--- config.mk ---
export PLATFORM = sky130hd
export DESIGN_NAME = cw_output_flat
export DESIGN_NICKNAME = d
export VERILOG_FILES = /design/src/rtl/cw_output_if.sv /design/src/rtl/cw_output.sv /design/src/flat_wrapper.sv
export SDC_FILE = /design/constraint.sdc
export NUM_CORES = 1
export LEC_CHECK = 0
export CORE_MARGIN = 2
export CORE_UTILIZATION = 39
export DETAILED_ROUTE_END_ITERATION = 8
export PLACE_DENSITY_LB_ADDON = 0.15
export SLEW_MARGIN = 20
export SYNTH_ARGS = -nofsm -noshare
export SYNTH_HDL_FRONTEND = slang
export SYNTH_SLANG_ARGS = --single-unit
--- constraint.sdc ---
create_clock -name clk -period 7.95 [get_ports clk]
set_input_delay 0.795 -clock clk [delete_from_list [all_inputs] [get_ports clk]]
set_output_delay 0.795 -clock clk [all_outputs]
set_load 0.01 [all_outputs]
--- src/rtl/cw_output_if.sv ---
// ---------------------------------------------------------------------------
// cw_output_if
// Bundles the request/grant/data signals between the clockwise output stage
// and its two requesters (CW input stage, PE injection stage), the global
// phase bit, and the outgoing CW link (cwso/cwro/cwdo).
//
//   slave  : view taken by cw_output (requests/data/phase/cwro in,
//            grants/cwso/cwdo out)
//   master : view taken by whatever drives the stage (requesters + link sink)
// ---------------------------------------------------------------------------
interface cw_output_if #(
  parameter int DATA_WIDTH = 64
);
  logic                  polarity;
  logic                  request_cw_even;
  logic                  request_cw_odd;
  logic                  request_pe_even;
  logic                  request_pe_odd;
  logic [DATA_WIDTH-1:0] data_cw_even;
  logic [DATA_WIDTH-1:0] data_cw_odd;
  logic [DATA_WIDTH-1:0] data_pe_even;
  logic [DATA_WIDTH-1:0] data_pe_odd;
  logic                  grant_cw_even;
  logic                  grant_cw_odd;
  logic                  grant_pe_even;
  logic                  grant_pe_odd;
  logic                  cwso;
  logic                  cwro;
  logic [DATA_WIDTH-1:0] cwdo;

  modport slave (
    input  polarity,
    input  request_cw_even, request_cw_odd, request_pe_even, request_pe_odd,
    input  data_cw_even, data_cw_odd, data_pe_even, data_pe_odd,
    input  cwro,
    output grant_cw_even, grant_cw_odd, grant_pe_even, grant_pe_odd,
    output cwso, cwdo
  );

  modport master (
    output polarity,
    output request_cw_even, request_cw_odd, request_pe_even, request_pe_odd,
    output data_cw_even, data_cw_odd, data_pe_even, data_pe_odd,
    output cwro,
    input  grant_cw_even, grant_cw_odd, grant_pe_even, grant_pe_odd,
    input  cwso, cwdo
  );
endinterface

--- src/rtl/cw_output.sv ---
// ---------------------------------------------------------------------------
// cw_output
// Clockwise output stage of the ring router. Each virtual channel (even/odd)
// owns a one-packet buffer. In its own phase a VC arbitrates between the CW
// input stage (pass-through) and the PE injection stage, stores the winner
// with the hop field [55:48] shifted right by one, and in the opposite phase
// launches it onto the CW link so it lands in the matching downstream VC.
//
// Ports:
//   clk  : clock, all state on posedge
//   rst  : synchronous, active-high reset
//   bus  : cw_output_if.slave -- phase, requests/data, combinational grants,
//          registered link strobe cwso / data cwdo, downstream ready cwro
//
// Build option:
//   CW_OUTPUT_RR_ARB_EN defined   -> per-VC round-robin between cw and pe
//   CW_OUTPUT_RR_ARB_EN undefined -> fixed priority, cw over pe
// ---------------------------------------------------------------------------
module cw_output #(
  parameter int DATA_WIDTH = 64
) (
  input  logic        clk,
  input  logic        rst,
  cw_output_if.slave  bus
);

  localparam int HOP_LSB = 48;
  localparam int HOP_MSB = 55;

  // Hop field is decremented by a logical right shift; everything else
  // passes through untouched.
  function automatic logic [DATA_WIDTH-1:0] hop_update(input logic [DATA_WIDTH-1:0] d);
    logic [DATA_WIDTH-1:0] r;
    r                  = d;
    r[HOP_MSB:HOP_LSB] = {1'b0, d[HOP_MSB:HOP_LSB+1]};
    return r;
  endfunction

  logic                  full_even;
  logic                  full_odd;
  logic [DATA_WIDTH-1:0] buf_even;
  logic [DATA_WIDTH-1:0] buf_odd;

  logic                  open_even;
  logic                  open_odd;
  logic                  gnt_cw_even;
  logic                  gnt_cw_odd;
  logic                  gnt_pe_even;
  logic                  gnt_pe_odd;
  logic                  wr_even;
  logic                  wr_odd;
  logic                  launch_even;
  logic                  launch_odd;

  // A VC may accept a packet only in its own phase, when empty and out of
  // reset (grants are forced low while rst is high).
  assign open_even = ~rst & ~bus.polarity & ~full_even;
  assign open_odd  = ~rst &  bus.polarity & ~full_odd;

`ifdef CW_OUTPUT_RR_ARB_EN
  // 1 = pe has priority on the next contended cycle, 0 = cw.
  logic prio_even;
  logic prio_odd;

  assign gnt_cw_even = open_even & bus.request_cw_even & ~(bus.request_pe_even & prio_even);
  assign gnt_pe_even = open_even & bus.request_pe_even & ~gnt_cw_even;
  assign gnt_cw_odd  = open_odd  & bus.request_cw_odd  & ~(bus.request_pe_odd  & prio_odd);
  assign gnt_pe_odd  = open_odd  & bus.request_pe_odd  & ~gnt_cw_odd;

  // After every grant the priority moves to the requester that lost.
  always_ff @(posedge clk) begin
    if (rst) begin
      prio_even <= 1'b0;
      prio_odd  <= 1'b0;
    end else begin
      if (gnt_cw_even)      prio_even <= 1'b1;
      else if (gnt_pe_even) prio_even <= 1'b0;
      if (gnt_cw_odd)       prio_odd  <= 1'b1;
      else if (gnt_pe_odd)  prio_odd  <= 1'b0;
    end
  end
`else
  assign gnt_cw_even = open_even & bus.request_cw_even;
  assign gnt_pe_even = open_even & bus.request_pe_even & ~bus.request_cw_even;
  assign gnt_cw_odd  = open_odd  & bus.request_cw_odd;
  assign gnt_pe_odd  = open_odd  & bus.request_pe_odd  & ~bus.request_cw_odd;
`endif

  assign bus.grant_cw_even = gnt_cw_even;
  assign bus.grant_pe_even = gnt_pe_even;
  assign bus.grant_cw_odd  = gnt_cw_odd;
  assign bus.grant_pe_odd  = gnt_pe_odd;

  assign wr_even = gnt_cw_even | gnt_pe_even;
  assign wr_odd  = gnt_cw_odd  | gnt_pe_odd;

  // Each VC launches in the phase opposite to its own so it arrives in its
  // own phase downstream; the two launches are therefore mutually exclusive.
  assign launch_even =  bus.polarity & full_even & bus.cwro;
  assign launch_odd  = ~bus.polarity & full_odd  & bus.cwro;

  // ---- stage: VC buffers (data, written on grant) ----
  always_ff @(posedge clk) begin
    if (wr_even) buf_even <= hop_update(gnt_cw_even ? bus.data_cw_even : bus.data_pe_even);
    if (wr_odd)  buf_odd  <= hop_update(gnt_cw_odd  ? bus.data_cw_odd  : bus.data_pe_odd);
  end

  // ---- stage: full flags and link output register ----
  // A write and a launch never hit the same VC in one cycle, so set and
  // clear of a full flag cannot collide.
  always_ff @(posedge clk) begin
    if (rst) begin
      full_even <= 1'b0;
      full_odd  <= 1'b0;
      bus.cwso  <= 1'b0;
      bus.cwdo  <= '0;
    end else begin
      full_even <= wr_even | (full_even & ~launch_even);
      full_odd  <= wr_odd  | (full_odd  & ~launch_odd);
      bus.cwso  <= launch_even | launch_odd;
      if (launch_even)     bus.cwdo <= buf_even;
      else if (launch_odd) bus.cwdo <= buf_odd;
    end
  end

endmodule

--- src/flat_wrapper.sv ---
// flat-port wrapper written by rule: the top's interface ports become plain ports
module cw_output_flat 
#(
  parameter int DATA_WIDTH = 64
)
  (clk, rst, bus_polarity, bus_request_cw_even, bus_request_cw_odd, bus_request_pe_even, bus_request_pe_odd, bus_data_cw_even, bus_data_cw_odd, bus_data_pe_even, bus_data_pe_odd, bus_cwro, bus_grant_cw_even, bus_grant_cw_odd, bus_grant_pe_even, bus_grant_pe_odd, bus_cwso, bus_cwdo);
  cw_output_if #(.DATA_WIDTH(DATA_WIDTH)) bus_i ();
  input  logic clk;
  input  logic rst;
  input wire logic [$bits(bus_i.polarity)-1:0] bus_polarity;
  input wire logic [$bits(bus_i.request_cw_even)-1:0] bus_request_cw_even;
  input wire logic [$bits(bus_i.request_cw_odd)-1:0] bus_request_cw_odd;
  input wire logic [$bits(bus_i.request_pe_even)-1:0] bus_request_pe_even;
  input wire logic [$bits(bus_i.request_pe_odd)-1:0] bus_request_pe_odd;
  input wire logic [$bits(bus_i.data_cw_even)-1:0] bus_data_cw_even;
  input wire logic [$bits(bus_i.data_cw_odd)-1:0] bus_data_cw_odd;
  input wire logic [$bits(bus_i.data_pe_even)-1:0] bus_data_pe_even;
  input wire logic [$bits(bus_i.data_pe_odd)-1:0] bus_data_pe_odd;
  input wire logic [$bits(bus_i.cwro)-1:0] bus_cwro;
  output wire logic [$bits(bus_i.grant_cw_even)-1:0] bus_grant_cw_even;
  output wire logic [$bits(bus_i.grant_cw_odd)-1:0] bus_grant_cw_odd;
  output wire logic [$bits(bus_i.grant_pe_even)-1:0] bus_grant_pe_even;
  output wire logic [$bits(bus_i.grant_pe_odd)-1:0] bus_grant_pe_odd;
  output wire logic [$bits(bus_i.cwso)-1:0] bus_cwso;
  output wire logic [$bits(bus_i.cwdo)-1:0] bus_cwdo;
  assign bus_i.polarity = bus_polarity;
  assign bus_i.request_cw_even = bus_request_cw_even;
  assign bus_i.request_cw_odd = bus_request_cw_odd;
  assign bus_i.request_pe_even = bus_request_pe_even;
  assign bus_i.request_pe_odd = bus_request_pe_odd;
  assign bus_i.data_cw_even = bus_data_cw_even;
  assign bus_i.data_cw_odd = bus_data_cw_odd;
  assign bus_i.data_pe_even = bus_data_pe_even;
  assign bus_i.data_pe_odd = bus_data_pe_odd;
  assign bus_i.cwro = bus_cwro;
  assign bus_grant_cw_even = bus_i.grant_cw_even;
  assign bus_grant_cw_odd = bus_i.grant_cw_odd;
  assign bus_grant_pe_even = bus_i.grant_pe_even;
  assign bus_grant_pe_odd = bus_i.grant_pe_odd;
  assign bus_cwso = bus_i.cwso;
  assign bus_cwdo = bus_i.cwdo;
  cw_output #(.DATA_WIDTH(DATA_WIDTH)) u_core (.clk(clk), .rst(rst), .bus(bus_i));
endmodule
==> results.tsv, run 1 <==
metric	value	unit
whs_path_depth	1	
drt_wl_total	21300	um
rows	53	
synthArstFlopShare	0	%
path_common_cell	clkdlybuf4s50_1	
cts.path.max_buffers	2	
grt_pass1_wl	32400	um
finalNonFillerCells	1177	
skew	0.00943	ns
grt_max_degree	71	
netlist_area	8200	um2
max_cap_viol_count	0	
fin_nets	1153	
netSwitchingFraction	22.4	%
crit_path_cell_trace	clkdlybuf4s50_1 -> or3b_4 -> nor2_8 -> buf_12 -> clkdlybuf4s50_1	
cts_root_buf	clkbuf_16	
antenna_left	0	
path_buf_inv	3	
drc	0	
synth_ff_type	edfxtp_1	
worstReg2RegStart	u_core.full_odd$_SDFF_PP0_	
diodes	0	
gp_congestion	0.738	
cp_max_fo	39	
arrival	3.32	ns
endpoint_kind	output pin	
via_per_inst	4.98	
drt_iter0_markers	238	
yosysMostFrequentCell	edfxtp_1	
internal-power	1.77	mW
dp_hpwl	15100	um
ys_seq_elements	192	
synth_edf_count	126	
core_area	20800	um2
pwr_density_cell	187	nW/um2
tns	0	ns
rsz0062_at_grt	no	
hold_viol_final	0	
p_seq_share	49.7	%
post-route-min-period	4.12	ns
p_leak	4.47	nW
worst_pin_slew	1.05	ns
synth.distinct_cells	29	
die_y	149	um
dp.cells	1144	
slowest_delay	0.70	ns
min-delay-start	u_core.buf_odd[50]$_DFFE_PP_	
wl_per_cell	18.1	um
hold_buffers	0	
post-cts-setup-buffers	0	
ys_seq_area_share	62.3	%
synth_common_cells	edfxtp_1 (126), mux2_2 (122), dfxtp_1 (66)	
crit_start	bus_polarity	
switching_power	514	uW
grt_pass1_vias	6195	
area_growth_syn_to_layout	49.4	%
die-area	22200	um2
critPathKind	in2out	
r2r_slack	5.45	ns
clock_latency	0.42	ns
hold_class	reg2reg	
yosysTopAreaCell	edfxtp_1	
synth.net_count	840	
start_util	39.4	%
overflow	0	
final_area	12200	um2
crit_family	buffers and inverters	
syn_area_per_cell	14.2	um2
cts.clk_slew.worst_paths	0.07	ns
cts_max_level	4	
num_io_pins	333	
clkPwrFrac	35.9	%
cts_buffers	17	
yosysTopAreaCellShare	46.2	%
synth_warnings	0	
io_buffers	327	
synthCells	576	
drive_gt1_share	25.6	%
antenna_found_initial	0	
cp-start-kind	input port	
combPwrFrac	14.4	%
placed_area	11700	um2
slew-limit-headroom	30.0	%
ir_drop	0.000122	V
slowest_stage	clkdlybuf4s50_1	
reg2regPathDepth	3	
cts_sinks	192	
worst_ep_required_time	7.15	ns
num_vias	5857	
status	finished clean	
finalSetupViolCount	0	
drtPass1Iterations	4	
track_usage	19.1	%
worstHoldEndpoint	u_core.bus.cwdo[50]$_SDFFE_PP0P_	
die_x	149	um
r2r-end	u_core.buf_odd[58]$_DFFE_PP_	
fmax	243	MHz
period_share	51.8	%
finalMaxSlewViolations	0	
tritoncts	done	
cts-resized-gates	0	
synth_area_leaders	edfxtp_1 (46%), mux2_2 (17%), dfxtp_1 (16%)	
-- layout by cell type, fill, tap and decap left out, types with 5 or more instances in the layout --
| cell type | Yosys | routed |
|---|---|---|
| mux2_2 | 122 | 122 |
| nor2_1 | 7 | 5 |
| dfxtp_1 | 66 | 66 |
| a21oi_1 | 62 | 62 |
| o221a_2 | 61 | 61 |
| clkbuf_16 | 0 | 17 |
| edfxtp_1 | 126 | 126 |
| buf_4 | 8 | 10 |
| inv_1 | 63 | 63 |
| clkdlybuf4s50_1 | 0 | 326 |
-- power groups by stage --
stage | Sequential (mW) | Combinational, mW | Clock [mW]
floorplan | 1.17 | 0.120 | 0
global placement | 1.16 | 0.326 | 0
detailed placement | 1.16 | 0.332 | 0
CTS | 1.14 | 0.334 | 0.841
global route | 1.14 | 0.354 | 0.883
finish | 1.14 | 0.329 | 0.821
-- cell families (layout without fill, tap and decap cells) --
family / after synthesis / count (layout) / synth area share, %
buffers and inverters: 107 / 433 / 5.94
AO/OA/AOI/OAI: 127 / 127 / 12.5
flip-flops: 192 / 192 / 62.3
AND/OR/NAND/NOR: 20 / 20 / 1.53
multiplexers: 129 / 129 / 17.7
other: 1 / 1 / 0.0457
-- sequential cells by signal (all words and copies together), names as in the netlist --
register / cells
u_core.bus.cwso: 1
u_core.buf_odd: 63
u_core.full_even: 1
u_core.bus.cwdo: 63
u_core.buf_even: 63
u_core.full_odd: 1
-- per-stage QoR --
step / hold slack, ns / total power, mW / worst slack, ns / util [%]
after global routing: 0.540 / 2.38 / 3.75 / 58.8
final: 0.519 / 2.29 / 3.83 / 58.8
after detailed placement: 0.510 / 1.49 / 3.56 / 56.0
after floorplan: 0.474 / 1.29 / 0.101 / -
after CTS: 0.526 / 2.31 / 3.54 / 58.7
after global placement: 0.493 / 1.48 / 3.62 / 56.0
-- cell type report --
cell class	count	area (um2)
Clock buffer	20	437
Clock inverter	12	126
Fill cell	1673	8580
Inverter	63	236
Multi-Input combinational cell	277	2640
Sequential cell	192	5100
Tap cell	275	344
Timing Repair Buffer	338	3360
-- worst reg2reg max path, cell delays in order, from the launching register on --
cell and delay [ns]:
dfxtp_1 0.35, or3b_4 0.44, nor2_4 0.70, buf_4 0.61
-- worst max-delay path by stage --
stage | to | slack, ns | cells past startpoint
3_3_place_gp | bus_grant_cw_odd | 3.62 | 4
3_5_place_dp | bus_grant_cw_odd | 3.56 | 4
4_1_cts | bus_grant_cw_odd | 3.54 | 4
5_1_grt | bus_grant_cw_odd | 3.75 | 5
2_1_floorplan | u_core.buf_even[0]$_DFFE_PP_ | 0.10 | 3
6_report | bus_grant_cw_odd | 3.83 | 5
-- per-layer routing --
metal / track usage, % / vias to the layer above / routed length (um)
met5: 0 / - / 0
li1: - / 2796 / -
met3: 4.77 / 31 / 1350
met1: 21.1 / 2812 / 8090
met4: 6.52 / 0 / 401
met2: 35.6 / 218 / 11400
Note: power is estimated with default switching activity, not from simulation.
==> run 2, diff against run 1 <==
Clock period 7.95 ns to 3.4 ns, I/O delays scaled along.
==> results.tsv, run 2 (same netlist as run 1, synthesis figures left out) <==
metric	value	unit
cts.path.max_buffers	2	
drc	0	
fill_cells	1665	
met2_length	11200	um
p_leak	4.51	nW
wirelength_met1	8230	um
cp_max_fo	42	
tritoncts	done	
core_area	20800	um2
drt_iter0_markers	199	
fin_nets	1158	
worst_pin_slew	0.716	ns
start_util	39.4	%
die-area	22200	um2
hold_viol_final	0	
post-place-ws	0.772	ns
via_per_inst	4.89	
io_buffers	327	
endpoint_kind	output pin	
mostFrequentLayoutCell	clkdlybuf4s50_1	
worst_ep_required_time	3.06	ns
worst_hold_slack	0.369	ns
track_usage	19.0	%
regArea	5100	um2
dr_wl_met3	1300	um
wl_per_cell	17.9	um
grt_max_degree	62	
antenna_left	0	
finalMaxSlewViolations	0	
reg2regPathDepth	4	
cts-resized-gates	0	
ir_drop	0.000283	V
layout_common_cells	clkdlybuf4s50_1 (326), edfxtp_1 (126), mux2_2 (122)	
skew	0.00809	ns
rsz0062_at_grt	no	
pwr_density_cell	434	nW/um2
status	finished clean	
max_cap_viol_count	0	
post-cts-setup-buffers	0	
dp_hpwl	15200	um
worst_slack	0.751	ns
grt_pass1_vias	6129	
finalSetupViolCount	0	
hold_class	in2reg	
drtPass1Iterations	5	
rows	53	
antenna_found_initial	1	
cts_sinks	192	
placed_area	11800	um2
hold_buffers	0	
slew-limit-headroom	52.3	%
final_area	12300	um2
routed.top_layer	met4	
multi_input_area	2640	um2
cp-start-kind	input port	
period_share	77.9	%
overflow	0	
post-route-min-period	2.65	ns
area_growth_syn_to_layout	50.4	%
gp_congestion	0.754	
drive_gt1_share	26.2	%
die_y	149	um
drt_wl_total	21200	um
tns	0	ns
cts_buffers	17	
clock_latency	0.43	ns
die_x	149	um
cts_max_level	4	
fin_util	59.2	%
grt_pass1_wl	31900	um
fmax	377	MHz
critPathKind	in2out	
cts_root_buf	clkbuf_16	
reg.largest.list	u_core.buf_even (63), u_core.buf_odd (63), u_core.bus.cwdo (63)	
num_vias	5783	
num_io_pins	333	
whs_path_depth	2	
cts.clk_slew.worst_paths	0.07	ns
arrival	2.31	ns
-- run 2: changes by cell type in the layout (fill, tap and decap cells not counted), moves of 2 or more --
cell	previous run	this run
buf_12	1	3
clkbuf_1	3	1
buf_4	10	13
inv_8	2	4
-- run 2: critical path, cell delays in order --
cell	delay [ns]
clkdlybuf4s50_1	0.41
buf_4	0.18
nor4b_2	0.44
buf_12	0.29
clkdlybuf4s50_1	0.60
-- run 2: final timing paths --
kind	to	from	slack, ns
setup / recovery	bus_grant_cw_even	bus_polarity	0.75
hold / removal	u_core.full_odd$_SDFF_PP0_	rst	0.37
setup reg to reg	u_core.buf_odd[50]$_DFFE_PP_	u_core.full_odd$_SDFF_PP0_	1.27
hold reg to reg	u_core.full_odd$_SDFF_PP0_	u_core.full_odd$_SDFF_PP0_	0.53
-- run 2: layout make-up --
type                       instances  share of cell area, %
clock buffer                      19                   3.68
tap                              275                   2.79
clock inverter                    13                  0.944
sequential                       192                   41.4
inverter                          63                   1.92
timing repair buffer             343                   27.8
antenna                            1                 0.0203
multi-input combinational        277                   21.4
-- run 2: metal layers --
| layer | GRT usage, % | up-vias |
|---|---|---|
| met2 | 34.7 | 180 |
| met1 | 21.4 | 2772 |
| met4 | 7.33 | 0 |
| li1 | - | 2805 |
| met3 | 4.50 | 26 |
| met5 | 0 | - |
-- run 2: through the flow --
step	power [mW]	cells
detailed placement	3.49	1150
global placement	3.47	1150
global route	5.56	1183
floorplan	3.01	576
CTS	5.41	1182
finish	5.35	1183
-- run 2: power breakdown --
part	internal [mW]	switching (mW)	total, mW
clock	1.01	0.906	1.92
sequential	2.62	0.0464	2.66
combinational	0.506	0.266	0.772
==> run 3, diff against run 2 <==
Clock period 3.4 ns to 2.4 ns, I/O delays scaled along.
==> results.tsv, run 3 (same netlist as run 1, synthesis figures left out) <==
metric	value	unit
status	finished clean	
start_util	39.4	%
rsz0062_at_grt	no	
skew	0.0109	ns
rows	53	
post-cts-setup-buffers	0	
cts_root_buf	clkbuf_16	
ir_drop	0.000324	V
fmax	435	MHz
die_y	149	um
track_usage	19.3	%
drtPass1Iterations	6	
path_common_cell	clkdlybuf4s50_1	
arrival	2.06	ns
finalNonFillerCells	1191	
num_vias	5849	
via_per_inst	4.91	
p_leak	4.57	nW
wl_per_cell	18.2	um
worst_pin_slew	0.635	ns
drive_gt1_share	27.0	%
drt_iter0_markers	257	
finalMaxSlewViolations	0	
antenna_left	0	
reg.largest.list	u_core.buf_even (63), u_core.buf_odd (63), u_core.bus.cwdo (63)	
antenna_found_initial	0	
gp_congestion	0.801	
core_area	20800	um2
io_buffers	327	
mostFrequentLayoutCell	clkdlybuf4s50_1	
hold_class	in2reg	
post-place-ws	0.0255	ns
dp_hpwl	15700	um
power	7.61	mW
layout_common_cells	clkdlybuf4s50_1 (326), edfxtp_1 (126), mux2_2 (122)	
period_share	95.7	%
die_x	149	um
dp.cells	1159	
slowest_delay	0.57	ns
tns	0	ns
cts_max_level	4	
critPathKind	in2out	
placed_area	11900	um2
cts.clk_slew.worst_paths	0.06	ns
pwr_density_cell	612	nW/um2
area_growth_syn_to_layout	51.7	%
fin_nets	1167	
grt_max_degree	44	
slew-limit-headroom	57.6	%
cp-start-kind	input port	
worst_hold_slack	0.0984	ns
crit_path_cell_trace	clkdlybuf4s50_1 -> buf_4 -> nor4b_2 -> buf_6 -> clkdlybuf4s50_1	
die-area	22200	um2
worst_slack	0.103	ns
worst_ep_required_time	2.16	ns
grt_pass1_wl	32700	um
overflow	0	
post-route-min-period	2.30	ns
drt_wl_total	21600	um
hold_viol_final	0	
cts_sinks	192	
endpoint_kind	output pin	
max_cap_viol_count	0	
final_area	12400	um2
fill_cells	1672	
cp_max_fo	13	
diodes	0	
slowest_stage	clkdlybuf4s50_1	
finalSetupViolCount	0	
num_io_pins	333	
grt_pass1_vias	5990	
clock_latency	0.43	ns
drc	0	
cts_buffers	17	
fin_util	59.7	%
cts.path.max_buffers	2	
tritoncts	done	
run 3: changes by cell type in the layout (fill, tap and decap cells not counted), sizes merged:
cell,before,now
buf,17,26
clkbuf,19,18
clkinv,4,6
diode,1,0
clkinvlp,1,2
inv,71,68
bufinv,0,1
run 3: metal layers:
| metal | vias to the layer above | part of all wire, % | GRT usage [%] |
|---|---|---|---|
| met2 | 225 | 51 | 34.1 |
| met1 | 2773 | 39 | 22.5 |
| met5 | - | 0 | 0 |
| met4 | 0 | 2.1 | 6.57 |
| li1 | 2820 | - | - |
| met3 | 31 | 7.3 | 5.57 |
run 3: what timing repair did:
item                       CTS  global route
hold buffers                 0             0
gates resized for setup      0             1
setup endpoints to repair    0             1
run 3: path summary, 6_finish.rpt:
kind	start	to	slack (ns)	cells after the start
worst max-delay path	bus_polarity	bus_grant_cw_even	0.10	5
worst min-delay path	rst	u_core.full_even$_SDFF_PP0_	0.1	2
worst max register to register	u_core.full_odd$_SDFF_PP0_	u_core.buf_odd[22]$_DFFE_PP_	0.47	4
worst min register to register	u_core.buf_odd[33]$_DFFE_PP_	u_core.bus.cwdo[33]$_SDFFE_PP0P_	0.53	1
run 3: worst max-delay path: cells and delay by family:
| kind | cells | cell delay, ns |
|---|---|---|
| simple gates | 1 | 0.38 |
| buf+inv | 4 | 1.41 |
run 3: area by class of cell:
cell class / instances / area, um2 / share of cell area, %
sequential: 192 / 5100 / 41.1
timing repair buffer: 352 / 3530 / 28.4
multi-input combinational: 277 / 2640 / 21.3
clock buffer: 18 / 439 / 3.53
tap: 275 / 344 / 2.77
inverter: 63 / 236 / 1.90
clock inverter: 14 / 130 / 1.05
run 3: power by group:
group	total, mW	internal [mW]	switching (mW)
combinational	1.12	0.734	0.383
clock	2.72	1.48	1.24
sequential	3.77	3.70	0.0664
total	7.61	5.91	1.69
